$ cat config.mk
export PLATFORM = sky130hd
export DESIGN_NAME = fx_issue_scheduler
export DESIGN_NICKNAME = d
export VERILOG_FILES = /design/src/rtl/fx_issue_scheduler_pkg.sv /design/src/rtl/fx_scoreboard.sv /design/src/rtl/fx_issue_scheduler.sv
export SDC_FILE = /design/constraint.sdc
export NUM_CORES = 1
export LEC_CHECK = 0
export BUFFER_PORTS_ARGS = -buffer_cell sky130_fd_sc_hd__buf_2
export CAP_MARGIN = 40
export CELL_PAD_IN_SITES_DETAIL_PLACEMENT = 2
export CELL_PAD_IN_SITES_GLOBAL_PLACEMENT = 2
export CORE_UTILIZATION = 32
export CTS_CLUSTER_SIZE = 10
export DETAILED_ROUTE_END_ITERATION = 16
export MAX_ROUTING_LAYER = met4
export PLACE_DENSITY = 0.58
export SYNTH_ARGS = -nofsm -noshare
export SYNTH_HDL_FRONTEND = slang
export SYNTH_SLANG_ARGS = --single-unit
$ cat constraint.sdc
create_clock -name clock_i -period 9.5 [get_ports clock_i]
set_clock_uncertainty 0.15 [all_clocks]
set_input_delay 0.95 -clock clock_i [delete_from_list [all_inputs] [get_ports clock_i]]
set_output_delay 0.95 -clock clock_i [all_outputs]
set_load 0.02 [all_outputs]
$ cat src/rtl/fx_issue_scheduler_pkg.sv
// Shared constants for the FX issue scheduler: unit code, default geometry, payload field layout.
package fx_issue_scheduler_pkg;

   localparam int FXUnitCode       = 0;
   localparam int FX_REG_WIDTH     = 5;
   localparam int FX_QUEUE_DEPTH   = 4;
   localparam int FX_PAYLOAD_WIDTH = 128;

   // Payload layout as decoded by the FX unit; the scheduler never looks inside these bits.
   localparam int PL_UNIT_LSB   = 0;
   localparam int PL_UNIT_WIDTH = 4;
   localparam int PL_OP_LSB     = 4;
   localparam int PL_OP_WIDTH   = 8;
   localparam int PL_IMM_LSB    = 12;
   localparam int PL_IMM_WIDTH  = 64;

   typedef enum logic [1:0] {
      CAND_NONE,
      CAND_QUEUE,
      CAND_DISPATCH
   } cand_src_e;

endpackage

$ cat src/rtl/fx_scoreboard.sv
// GPR busy-bit scoreboard: set on issue, clear on writeback, set beats clear; flush clears all.
// FX_SCOREBOARD_BYPASS_EN lets a same-cycle writeback hide the busy bit from the lookups.
module fx_scoreboard
   import fx_issue_scheduler_pkg::*;
#(
   parameter int regWidth = FX_REG_WIDTH
) (
   input  logic                clk,
   input  logic                rst_n,
   input  logic                flush,
   input  logic                set_vld,
   input  logic [regWidth-1:0] set_addr,
   input  logic                clr_vld,
   input  logic [regWidth-1:0] clr_addr,
   input  logic [regWidth-1:0] src1_addr,
   input  logic [regWidth-1:0] src2_addr,
   input  logic [regWidth-1:0] dst_addr,
   output logic                src1_busy,
   output logic                src2_busy,
   output logic                dst_busy
);
   localparam int NumRegs = 1 << regWidth;

   logic [NumRegs-1:0] busy;
   logic [NumRegs-1:0] set_mask;
   logic [NumRegs-1:0] clr_mask;
   logic [NumRegs-1:0] lookup;

   always_comb begin
      set_mask = '0;
      clr_mask = '0;
      if (set_vld) set_mask[set_addr] = 1'b1;
      if (clr_vld) clr_mask[clr_addr] = 1'b1;
   end

   always_ff @(posedge clk or negedge rst_n) begin
      if (!rst_n)     busy <= '0;
      else if (flush) busy <= '0;
      else            busy <= (busy & ~clr_mask) | set_mask;
   end

`ifdef FX_SCOREBOARD_BYPASS_EN
   assign lookup = busy & ~clr_mask;
`else
   assign lookup = busy;
`endif

   assign src1_busy = lookup[src1_addr];
   assign src2_busy = lookup[src2_addr];
   assign dst_busy  = lookup[dst_addr];

endmodule

$ cat src/rtl/fx_issue_scheduler.sv
// In-order FX issue queue; issue pulse is registered, one cycle after dispatch into an empty queue.
// dispReady_o follows the registered occupancy only; option FX_SCOREBOARD_BYPASS_EN (writeback bypass).
module fx_issue_scheduler
   import fx_issue_scheduler_pkg::*;
#(
   parameter int regWidth     = FX_REG_WIDTH,
   parameter int queueDepth   = FX_QUEUE_DEPTH,
   parameter int payloadWidth = FX_PAYLOAD_WIDTH
) (
   input  logic                        clock_i,
   input  logic                        reset_ni,
   input  logic                        dispValid_i,
   output logic                        dispReady_o,
   input  logic [regWidth-1:0]         dispSrc1Addr_i,
   input  logic [regWidth-1:0]         dispSrc2Addr_i,
   input  logic [regWidth-1:0]         dispDstAddr_i,
   input  logic                        dispSrc1En_i,
   input  logic                        dispSrc2En_i,
   input  logic                        dispDstEn_i,
   input  logic [payloadWidth-1:0]     dispPayload_i,
   output logic                        issueValid_o,
   output logic [payloadWidth-1:0]     issuePayload_o,
   output logic [regWidth-1:0]         issueDstAddr_o,
   output logic                        issueDstEn_o,
   input  logic                        wbValid_i,
   input  logic [regWidth-1:0]         wbAddr_i,
   input  logic                        flush_i,
   output logic [$clog2(queueDepth):0] occupancy_o
);
   localparam int PtrW = $clog2(queueDepth);
   localparam int CntW = PtrW + 1;

   logic [payloadWidth-1:0] q_payload [queueDepth];
   logic [regWidth-1:0]     q_src1    [queueDepth];
   logic [regWidth-1:0]     q_src2    [queueDepth];
   logic [regWidth-1:0]     q_dst     [queueDepth];
   logic [queueDepth-1:0]   q_src1_en, q_src2_en, q_dst_en;
   logic [PtrW-1:0]         wr_ptr, rd_ptr;
   logic [CntW-1:0]         count;

   cand_src_e               cand_src;
   logic [payloadWidth-1:0] cand_payload;
   logic [regWidth-1:0]     cand_src1, cand_src2, cand_dst;
   logic                    cand_src1_en, cand_src2_en, cand_dst_en;
   logic                    src1_busy, src2_busy, dst_busy;
   logic                    disp_fire, can_issue, push, pop;

   assign dispReady_o = (count < CntW'(queueDepth));
   assign occupancy_o = count;
   assign disp_fire   = dispValid_i && dispReady_o && !flush_i;

   // The head is the oldest queued entry; an empty queue lets the arriving instruction be the head.
   always_comb begin
      cand_src     = CAND_NONE;
      cand_payload = dispPayload_i;
      cand_src1    = dispSrc1Addr_i;
      cand_src2    = dispSrc2Addr_i;
      cand_dst     = dispDstAddr_i;
      cand_src1_en = dispSrc1En_i;
      cand_src2_en = dispSrc2En_i;
      cand_dst_en  = dispDstEn_i;
      if (count != '0) begin
         cand_src     = CAND_QUEUE;
         cand_payload = q_payload[rd_ptr];
         cand_src1    = q_src1[rd_ptr];
         cand_src2    = q_src2[rd_ptr];
         cand_dst     = q_dst[rd_ptr];
         cand_src1_en = q_src1_en[rd_ptr];
         cand_src2_en = q_src2_en[rd_ptr];
         cand_dst_en  = q_dst_en[rd_ptr];
      end else if (disp_fire) begin
         cand_src = CAND_DISPATCH;
      end
   end

   fx_scoreboard #(.regWidth(regWidth)) u_sb (
      .clk       (clock_i),
      .rst_n     (reset_ni),
      .flush     (flush_i),
      .set_vld   (can_issue && cand_dst_en),
      .set_addr  (cand_dst),
      .clr_vld   (wbValid_i),
      .clr_addr  (wbAddr_i),
      .src1_addr (cand_src1),
      .src2_addr (cand_src2),
      .dst_addr  (cand_dst),
      .src1_busy (src1_busy),
      .src2_busy (src2_busy),
      .dst_busy  (dst_busy)
   );

   assign can_issue = (cand_src != CAND_NONE) && !flush_i
                      && !(cand_src1_en && src1_busy)
                      && !(cand_src2_en && src2_busy)
                      && !(cand_dst_en  && dst_busy);
   assign pop  = can_issue && (cand_src == CAND_QUEUE);
   assign push = disp_fire && !(can_issue && (cand_src == CAND_DISPATCH));

   always_ff @(posedge clock_i) begin
      if (push) begin
         q_payload[wr_ptr] <= dispPayload_i;
         q_src1[wr_ptr]    <= dispSrc1Addr_i;
         q_src2[wr_ptr]    <= dispSrc2Addr_i;
         q_dst[wr_ptr]     <= dispDstAddr_i;
         q_src1_en[wr_ptr] <= dispSrc1En_i;
         q_src2_en[wr_ptr] <= dispSrc2En_i;
         q_dst_en[wr_ptr]  <= dispDstEn_i;
      end
   end

   always_ff @(posedge clock_i or negedge reset_ni) begin
      if (!reset_ni) begin
         wr_ptr <= '0;
         rd_ptr <= '0;
         count  <= '0;
      end else if (flush_i) begin
         wr_ptr <= '0;
         rd_ptr <= '0;
         count  <= '0;
      end else begin
         if (push) wr_ptr <= wr_ptr + 1'b1;
         if (pop)  rd_ptr <= rd_ptr + 1'b1;
         count <= count + CntW'(push) - CntW'(pop);
      end
   end

   always_ff @(posedge clock_i or negedge reset_ni) begin
      if (!reset_ni) begin
         issueValid_o   <= 1'b0;
         issuePayload_o <= '0;
         issueDstAddr_o <= '0;
         issueDstEn_o   <= 1'b0;
      end else begin
         issueValid_o <= can_issue;
         if (can_issue) begin
            issuePayload_o <= cand_payload;
            issueDstAddr_o <= cand_dst;
            issueDstEn_o   <= cand_dst_en;
         end
      end
   end

endmodule

Yosys cells after proc, flatten, opt, wreduce, memory -nomap -nowiden --
Memories as Yosys holds them, arrays and structs flattened. Index checks and enable logic that the tools add are counted.
Cells by class: add/sub/neg operators 4, order comparisons 10, equal/unequal tests 2, multiplexer cells 40, bitwise operators 3, reduce and logical (&&, ||, !) cells 25
Operators with widths (count):
- 2-to-1 mux 128 bit | 1
- 2-to-1 mux 32 bit | 3
- AND 32 bit | 1
- NOT 32 bit | 1
- bitwise OR 32 bit | 1
- < comparator 5 x 6 -> 1 bit (second input constant) | 4
- logical AND 1 bit | 16
- binary-select mux 1 bit (select 5 bit) | 3
- 2-to-1 mux 5 bit | 3
- 2-to-1 mux 1 bit | 14
- bitwise mux 4 bit | 3
- 2-to-1 mux 2 bit | 6
- demux 1 bit (select 5 bit) | 2
- greater-or-equal comparator 5 x 1 -> 1 bit (second input constant) | 2
- binary-select mux 1 bit (select 2 bit) | 3
- < comparator 2 x 3 -> 1 bit (second input constant) | 2
- nonzero test 2 bit | 3
- zero test 1 bit | 5
- adder 2 x 1 -> 2 bit (second input constant) | 2
- adder 3 x 1 -> 3 bit | 1
- < comparator 3 bit (second input constant) | 1
- 2-to-1 mux 3 bit | 1
- nonzero test 3 bit | 1
- subtractor 3 x 1 -> 3 bit | 1
- 4 further kinds | 4
Word-level totals: register bits after elaboration 186, memory bits (writable) 572, bits of input ports 156, logic and storage cells 99, memories kept 4
Memory list:
- q_payload | words 4, width 128, read ports 1, clocked after Yosys merged registers in 0, write ports 1, RTL line fx_issue_scheduler.sv:33 | logic [payloadWidth-1:0] q_payload [queueDepth];
- q_dst | words 4, width 5, read ports 1, clocked after Yosys merged registers in 0, write ports 1, RTL line fx_issue_scheduler.sv:36 | logic [regWidth-1:0] q_dst [queueDepth];
- q_src1 | words 4, width 5, read ports 1, clocked after Yosys merged registers in 0, write ports 1, RTL line fx_issue_scheduler.sv:34 | logic [regWidth-1:0] q_src1 [queueDepth];
- q_src2 | words 4, width 5, read ports 1, clocked after Yosys merged registers in 0, write ports 1, RTL line fx_issue_scheduler.sv:35 | logic [regWidth-1:0] q_src2 [queueDepth];

Longest topological paths before layout --
Gate-level depths: netlist (run 1).
depth after elaboration 16, mapped depth 22, gate-level depth less buffers 16

Hierarchy --
Synthesis (run 1) repeated with hierarchy kept, for this count alone.
Unflattened totals: cell total of the unflattened synthesis 1885, area total of the unflattened synthesis 30606.9 µm²
Modules (own cells, without submodules):
- fx_issue_scheduler | instances 1, cells each 1600, area each 28185.8 µm²
- fx_scoreboard | instances 1, cells each 285, area each 2421.1 µm²

Worst setup path after synthesis (run 1) --
No wires, ideal clock.
path type input port to flip-flop, start in dispDstAddr_i[0], end mem q_dst[2][0] in the netlist's numbering, enable pin, library setup time 0.524 ns, arrival time 6.399 ns, required time 8.826 ns, path slack 2.427 ns, stages on the path 10, path buffers 1, cells stage by stage nor4b_1 -> a21o_1 -> buf_2 -> nand2_1 -> a32oi_1 -> o21ai_0 -> o211ai_1 -> a21oi_1 -> a21oi_1 -> and3b_1
Between the ends: longest elaborated chain between the ends 11
RTL lines:
- from (decl) | RTL line fx_issue_scheduler.sv:16 | input logic [regWidth-1:0] dispDstAddr_i,
- 2-to-1 mux 5 bit | RTL line fx_issue_scheduler.sv:62 | if (count != '0) begin
- binary-select mux 1 bit (select 5 bit) | RTL line fx_scoreboard.sv:50 | assign dst_busy = lookup[dst_addr];
- 2-to-1 mux 1 bit (not written as such) | RTL line fx_scoreboard.sv:50
- logical AND 1 bit | RTL line fx_issue_scheduler.sv:95 | && !(cand_dst_en && dst_busy);
- zero test 1 bit | RTL line fx_issue_scheduler.sv:95
- logical AND 1 bit | RTL line fx_issue_scheduler.sv:95
- logical AND 1 bit | RTL line fx_issue_scheduler.sv:97 | assign push = disp_fire && !(can_issue && (cand_src == CAND_DISPATCH));
- zero test 1 bit | RTL line fx_issue_scheduler.sv:97
- logical AND 1 bit | RTL line fx_issue_scheduler.sv:97
- 2-to-1 mux 1 bit | RTL line fx_issue_scheduler.sv:100 | if (push) begin
- 2-to-1 mux 1 bit (not written as such) | RTL line fx_issue_scheduler.sv:104 | q_dst[wr_ptr] <= dispDstAddr_i;
- to (decl) | RTL line fx_issue_scheduler.sv:36
Every way passes these cells. The select of a mux whose other input is x is not followed.

Worst setup path after layout (run 1) --
start reg rd_ptr[0], end mem q_payload[3][116] in the netlist's numbering, enable pin
Between the ends: longest elaborated chain between the ends 14, elaborated cells on any way between the ends 35, classes of those cells mux (20); reduce/logical (12); memory (3)
RTL lines:
- from (decl) | RTL line fx_issue_scheduler.sv:38 | logic [PtrW-1:0] wr_ptr, rd_ptr;
- from (signal assigned) | RTL line fx_issue_scheduler.sv:122 | if (pop) rd_ptr <= rd_ptr + 1'b1;
- memory (4 x 5 bit)
- 2-to-1 mux 5 bit | RTL line fx_issue_scheduler.sv:62
- binary-select mux 1 bit (select 5 bit) | RTL line fx_scoreboard.sv:48 | assign src1_busy = lookup[src1_addr];
- 2-to-1 mux 1 bit (not written as such) | RTL line fx_scoreboard.sv:48
- logical AND 1 bit | RTL line fx_issue_scheduler.sv:93 | && !(cand_src1_en && src1_busy)
- zero test 1 bit | RTL line fx_issue_scheduler.sv:93
- logical AND 1 bit | RTL line fx_issue_scheduler.sv:93
- logical AND 1 bit | RTL line fx_issue_scheduler.sv:94 | && !(cand_src2_en && src2_busy)
- logical AND 1 bit * | RTL line fx_issue_scheduler.sv:95
- logical AND 1 bit * | RTL line fx_issue_scheduler.sv:97
- zero test 1 bit * | RTL line fx_issue_scheduler.sv:97
- logical AND 1 bit * | RTL line fx_issue_scheduler.sv:97
- 2-to-1 mux 1 bit * | RTL line fx_issue_scheduler.sv:100
- 2-to-1 mux 1 bit (not written as such) * | RTL line fx_issue_scheduler.sv:101 | q_payload[wr_ptr] <= dispPayload_i;
- to (decl) | RTL line fx_issue_scheduler.sv:33
Every way passes the cells marked *; elsewhere a longest branch is shown, timed or not. The select of a mux whose other input is x is not followed.

==> results of run 1 <==
==> critical path, stage by stage, from the launching register on <==
cell and delay [ns]:
dfrtp_4 0.61, buf_16 0.29, buf_4 0.64, mux4_2 0.60, mux2i_1 0.45, a21oi_1 0.17, a221oi_1 0.31, nor3_1 0.10
o32ai_2 0.36, a21oi_1 0.08, a21oi_1 0.53, and3b_4 0.81, buf_4 0.65
==> synthesized netlist by cell type (3+ instances only) <==
master and count:
o32ai_1 7, or3b_2 3, nand3_1 9, and3b_1 5
mux2_2 4, buf_4 6, nand4_1 3, a211oi_1 14
mux4_2 146, a21oi_1 17, a2111oi_0 4, ha_1 6
buf_1 11, nor2b_1 13, clkbuf_1 54, o31ai_1 4
o21ai_0 16, nor3b_1 8, a221oi_1 5, edfxtp_1 584
buf_6 13, nor3_1 6, inv_1 21, a311oi_1 3
nor2_1 152, a31oi_1 130, mux2i_1 46, buf_2 24
nand2b_1 5, o21ai_1 22, nand3b_1 20, a21o_1 3
dfrtp_1 174, a222oi_1 4, nand2_1 302
==> layer usage <==
layer	share of wire [%]	routed length, um	up-vias	global-route usage [%]
met1	43	37600	9539	23.7
li1	-	-	7902	-
met2	51	44500	347	32.0
met4	2.4	2150	0	5.18
met5	0	0	-	-
met3	4.0	3560	145	3.47
==> cell usage in the layout (no fill, tap or decap), drive strengths merged, types with 13 or more instances in the layout <==
master	instances
a211oi	14
a21oi	18
a31oi	130
buf	325
clkbuf	157
dfrtp	174
edfxtp	584
inv	24
mux2i	47
mux4	146
nand2	304
nand3b	20
nor2	152
nor2b	13
o21ai	38
==> final timing paths <==
check,start,to,slack (ns),cells past startpoint
setup / recovery,rd_ptr[0]$_DFFE_PN0P_,q_payload[3][116]$_DFFE_PP_,3.28,12
hold / removal,reset_ni,u_sb.busy[21]$_DFF_PN0_,0.21,1
setup reg to reg,rd_ptr[0]$_DFFE_PN0P_,q_payload[3][116]$_DFFE_PP_,3.28,12
hold reg to reg,issueDstAddr_o[2]$_DFFE_PN0P_,issueDstAddr_o[2]$_DFFE_PN0P_,0.38,2
max in group asynchronous,reset_ni,issuePayload_o[124]$_DFFE_PN0P_,7.09,4
min in group clock_i,issueDstAddr_o[2]$_DFFE_PN0P_,issueDstAddr_o[2]$_DFFE_PN0P_,0.38,2
==> where the power goes <==
part	switching (mW)	total (mW)	internal, mW
sequential	0.308	4.50	4.20
clock	1.34	3.27	1.93
combinational	2.84	4.31	1.47
total	4.49	12.1	7.60
==> final cells by class <==
cell class	count	area (um2)
clock inverters	12	143
fillers	9224	57600
multi-input cells	992	7900
inverters	21	78.8
repair buffers	327	1900
flip-flops and latches	758	21900
well taps	1254	1570
diodes	10	25.0
clock buffers	156	2640
==> sequential cells by signal, summed over array words and instances, names as in the netlist, 5 cells and up <==
signal and cells:
q_src1 20, u_sb.busy 32, issueDstAddr_o 5, q_payload 512, q_src2 20, issuePayload_o 128
q_dst 20
==> stage by stage <==
step	instances	worst slack (ns)	util (%)	hold slack [ns]	instance area, um2
after CTS	3520	3.12	38.5	0.213	36100
after global routing	3529	2.66	38.6	0.235	36200
final	3530	3.28	38.6	0.209	36200
after global placement	3343	3.00	35.4	0.371	33200
after detailed placement	3352	3.16	35.6	0.375	33400
after floorplan	1879	2.43	-	0.367	30400
==> logic make-up (layout without fill, tap and decap cells) <==
group | after synthesis | in the layout
fa+ha+maj | 7 | 7
buf+inv | 129 | 516
flops | 758 | 758
compound gates | 244 | 244
xor+xnor | 2 | 2
other cells | 0 | 10
mux | 199 | 199
simple gates | 540 | 540
==> results.md, run 1 <==
- TritonCTS clock tree: done
- Routed wire length per instance: 24.9 um
- First-pass GRT wire length: 132000 um
- Lkg Pwr: 12.5 nW
- Post-synth ARST share: 23.0%
- Num ports: 295
- Max Root-Sink Buffers: 3
- Synth top area share: 57.7%
- Initial DRC Count: 987
- Remaining DRCs: 0
- Core region area: 0.0937 mm2
- Post-synth top area cell: edfxtp_1
- Initial core utilization: 32.4%
- Area Growth Syn to Fin: 18.9%
- Pwr Density: 334 mW/mm2
- CTS Buf Count: 91
- Clock latency on the worst-skew pair: 0.65 ns
- Clock slew at reported path FFs: 0.05 ns
- Via Count: 17900
- Final ANT Viol Nets: 0
- Worst Hold Class: in -> async
- H-tree depth: 3
- Cells after synthesis: 1879
- Setup Viol. Count Final: 0
- Worst-path fanout max: 40
- CTS sink count: 758
- Measured slew at the worst slew-check pin: 1.12 ns
- DRT Pass-1 Iters: 5
- Clock Tree Root: clkbuf_16
- Compound-Gate Fraction of Synth Area: 5.32%
- Post-Route WL: 87800 um
- Cts-stage hold buffer count: 0
- Max Freq: 161 MHz
- Max_cap viols: 0
- Post-CTS Repair Setup Buffers: 0
- Main flop type after synthesis: edfxtp_1
- Period minus WS final: 6.22 ns
- Vias in the first global route: 20100
- Flops & latches, synth: 758
- Worst setup EP type: flip-flop
- XOR/XNOR Fraction of Synth Area: 0.0576%
- Nets: 2354
- Post-Syn Area: 0.0304 mm2
- Fin. Hold Viols: 0
- PostCTS Resize Cnt: 0
- CP Data Required Time: 9.61 ns
- Largest net degree at the start of global routing: 220
- HPWL after DPL: 53900 um
- Outcome: completed
- GRT overflow: 0
- Syn_nets: 2042
- Seq/Total Area, Yosys: 72.0%
- Synth Area in Simple Gates: 7.58%
- Initial antenna violation count: 16
- Total power: 12.1 mW
- Setup TNS Final: 0 ns
- Cell variety after synth: 65
- EDFF count, synth: 584
- Placer congestion estimate: 0.838
- Rows: 112
- Worst VDD drop: 0.517 mV
- Die area: 0.0963 mm2
- YS warnings: 0
- Mux share of post-synthesis cell area: 12.6%
- Share of cells above drive strength 1: 27.0%
- Slew Viols, Final: 0
- Worst Path Arrival: 6.33 ns
- Synth Area in Adders: 0.313%
- Tcrit/Tclk final: 65.5%
- Die Height: 310 um
- Critical path class: reg -> reg
- Top post-synthesis cells by area: edfxtp_1 58%, dfrtp_1 14%, mux4_2 11%
- GRT Overall Usage: 19.1%
- RSZ-0062 raised after global routing: no
- Largest family of logic cells by synthesized area: multiplexers
- Die width: 310 um
- Relative slew slack: 25.3%
- Mean Syn Cell Area: 16.2 um2
- CP Launch Type: flip-flop
- Port Buffers: 294
- Vias/cell: 5.08
(Power assumes the default switching activity.)
==> inputs of run 2 (changes only) <==
Clock period 9.5 ns to 6.05 ns, I/O delays scaled along.
==> run 2 against run 1 <==
Die area unchanged. Clock-buffer cell count is the same. Utilization rose by 0.067 points. Via count increased by 0.50%. Cell count is 0.42% higher. Register-to-register slack lost 2.7 ns. Setup slack got worse by 2.7 ns. Worst hold slack got worse by 0.15 ns. Sequential power increased by 57%. Sequential share of layout area is 0.10 points lower. Critical endpoint is now occupancy_o[2]$_DFF_PN0_.
==> results.md, run 2 (synthesis results as in run 1) <==
- Outcome: completed
- Tcrit/Tclk final: 90.4%
- Reg with most FFs: q_payload
- Period minus WS final: 5.47 ns
- Internal: 11.8 mW
- Num ports: 295
- Switching pwr: 7.07 mW
- Final ANT Viol Nets: 0
- Rows: 112
- RR Endpoint: occupancy_o[2]$_DFF_PN0_
- Via Count: 18000
- CP Data Required Time: 6.37 ns
- Share of cells above drive strength 1: 27.3%
- Critical path class: reg -> reg
- Remaining DRCs: 0
- Initial antenna violation count: 15
- Worst reg2reg setup slack: 0.58 ns
- Worst Path Arrival: 5.79 ns
- Max FFs per register: 512
- Max_cap viols: 0
- Initial core utilization: 32.4%
- CTS Buf Count: 90
- Setup TNS Final: 0 ns
- Post-Route WL: 89200 um
- GRT Overall Usage: 19.4%
- Max Root-Sink Buffers: 3
- Vias/cell: 5.08
- Die Height: 310 um
- Crit Reg-Reg Startpoint: occupancy_o[1]$_DFF_PN0_
- Clock slew at reported path FFs: 0.06 ns
- Hold depth: 1
- Comb pwr share: 36.2%
- Initial DRC Count: 914
- Fin cells: 3545
- Top flop regs: q_payload x512, issuePayload_o x128, u_sb.busy x32
- Port Buffers: 294
- Setup Viol. Count Final: 0
- CTS sink count: 758
- Most frequent cells in the layout: 584 x edfxtp_1, 302 x nand2_1, 296 x buf_2
- Pwr Density: 520 mW/mm2
- Die area: 0.0963 mm2
- Hold_ws: 0.0571 ns
- Worst Hold Class: in -> reg
- Lkg Pwr: 12.5 nW
- Worst Hold Path EP: q_payload[1][35]$_DFFE_PP_
- Total power: 18.9 mW
- Net Sw Frac: 37.5%
- First-pass GRT wire length: 134000 um
- Fin. Hold Viols: 0
- CP Launch Type: flip-flop
- Placed insts: 3365
- Measured slew at the worst slew-check pin: 0.913 ns
- Register share of total power: 37.4%
- Max Freq: 183 MHz
- Relative slew slack: 39.2%
- Clock Tree Root: clkbuf_16
- FF-to-FF path depth: 17
- Routed wire length per instance: 25.2 um
- DRT Pass-1 Iters: 5
- HPWL after DPL: 56500 um
- Commonest non-fill, non-tap cell in the layout: edfxtp_1
- Vias in the first global route: 20600
- Worst-path fanout max: 39
- RSZ-0062 raised after global routing: no
- Nets: 2368
- Core region area: 0.0937 mm2
- Largest net degree at the start of global routing: 163
- Clock latency on the worst-skew pair: 0.63 ns
- Worst VDD drop: 0.510 mV
- Final Util: 38.6%
- Hold Path Origin: dispPayload_i[35]
- Area Growth Syn to Fin: 19.1%
- GRT overflow: 0
- Clock share of power: 26.5%
- Die width: 310 um
- Slew Viols, Final: 0
- Worst setup EP type: flip-flop
- H-tree depth: 3
- Placer congestion estimate: 0.836
- TritonCTS clock tree: done
run 2: per-stage QoR:
stage / instance area, um2 / setup WS (ns)
floorplan: 30400 / 0.740
global placement: 33500 / 0.756
detailed placement: 33500 / 0.540
CTS: 36200 / 0.490
global route: 36200 / 0.138
finish: 36200 / 0.582
run 2: how the worst max path moves through the flow:
stage                                        start                     endpoint  slack (ns)  cells past startpoint
after floorplan           occupancy_o[2]$_DFF_PN0_        q_dst[2][0]$_DFFE_PP_        0.74                     10
after global placement    occupancy_o[1]$_DFF_PN0_     occupancy_o[2]$_DFF_PN0_        0.76                     17
after detailed placement  occupancy_o[1]$_DFF_PN0_  q_payload[2][101]$_DFFE_PP_        0.54                     11
after CTS                 occupancy_o[1]$_DFF_PN0_     occupancy_o[2]$_DFF_PN0_        0.49                     17
after global routing      occupancy_o[1]$_DFF_PN0_     occupancy_o[2]$_DFF_PN0_        0.14                     17
final                     occupancy_o[1]$_DFF_PN0_     occupancy_o[2]$_DFF_PN0_        0.58                     17
run 2: layout make-up:
| cell class | instances | area (um2) |
|---|---|---|
| flip-flops and latches | 758 | 21900 |
| fillers | 9274 | 57500 |
| well taps | 1254 | 1570 |
| multi-input cells | 992 | 7900 |
| clock inverters | 10 | 98.8 |
| repair buffers | 342 | 2060 |
| diodes | 12 | 30.0 |
| inverters | 21 | 78.8 |
| clock buffers | 156 | 2580 |
run 2: power by group through the flow:
stage | clock (mW) | sequential (mW) | combinational [mW]
floorplan | 0 | 7.56 | 4.26
global placement | 0 | 7.12 | 6.82
detailed placement | 0 | 7.16 | 7.03
CTS | 5.17 | 7.07 | 7.05
global route | 5.35 | 7.14 | 7.54
finish | 4.99 | 7.05 | 6.82
run 2: worst max-delay path: stages, from the launching register on:
cell and delay [ns]:
dfrtp_1 0.54, or3_4 0.57, buf_4 0.39, mux2i_1 0.53
a21oi_1 0.15, a221oi_1 0.37, nor3_1 0.10, o32ai_2 0.40
a21oi_1 0.09, a21oi_1 0.60, nand2b_1 0.12, ha_1 0.30
inv_1 0.08, ha_1 0.15, inv_1 0.05, fa_1 0.41
xnor2_1 0.19, nor2_1 0.07
run 2: timing repair:
| action | 4_1_cts | 5_1_grt |
|---|---|---|
| gates resized for setup | 0 | 0 |
| endpoints found under the hold margin | 71 | 0 |
| setup buffers | 0 | 0 |
| hold buffers | 1 | 0 |
run 2: per-layer routing:
metal / vias to the layer above / share of wire, % / global-route usage, %
li1: 7909 / - / -
met2: 348 / 51 / 32.8
met4: 0 / 1.9 / 4.58
met1: 9644 / 42 / 23.6
met3: 122 / 5.0 / 4.21
met5: - / 0 / -
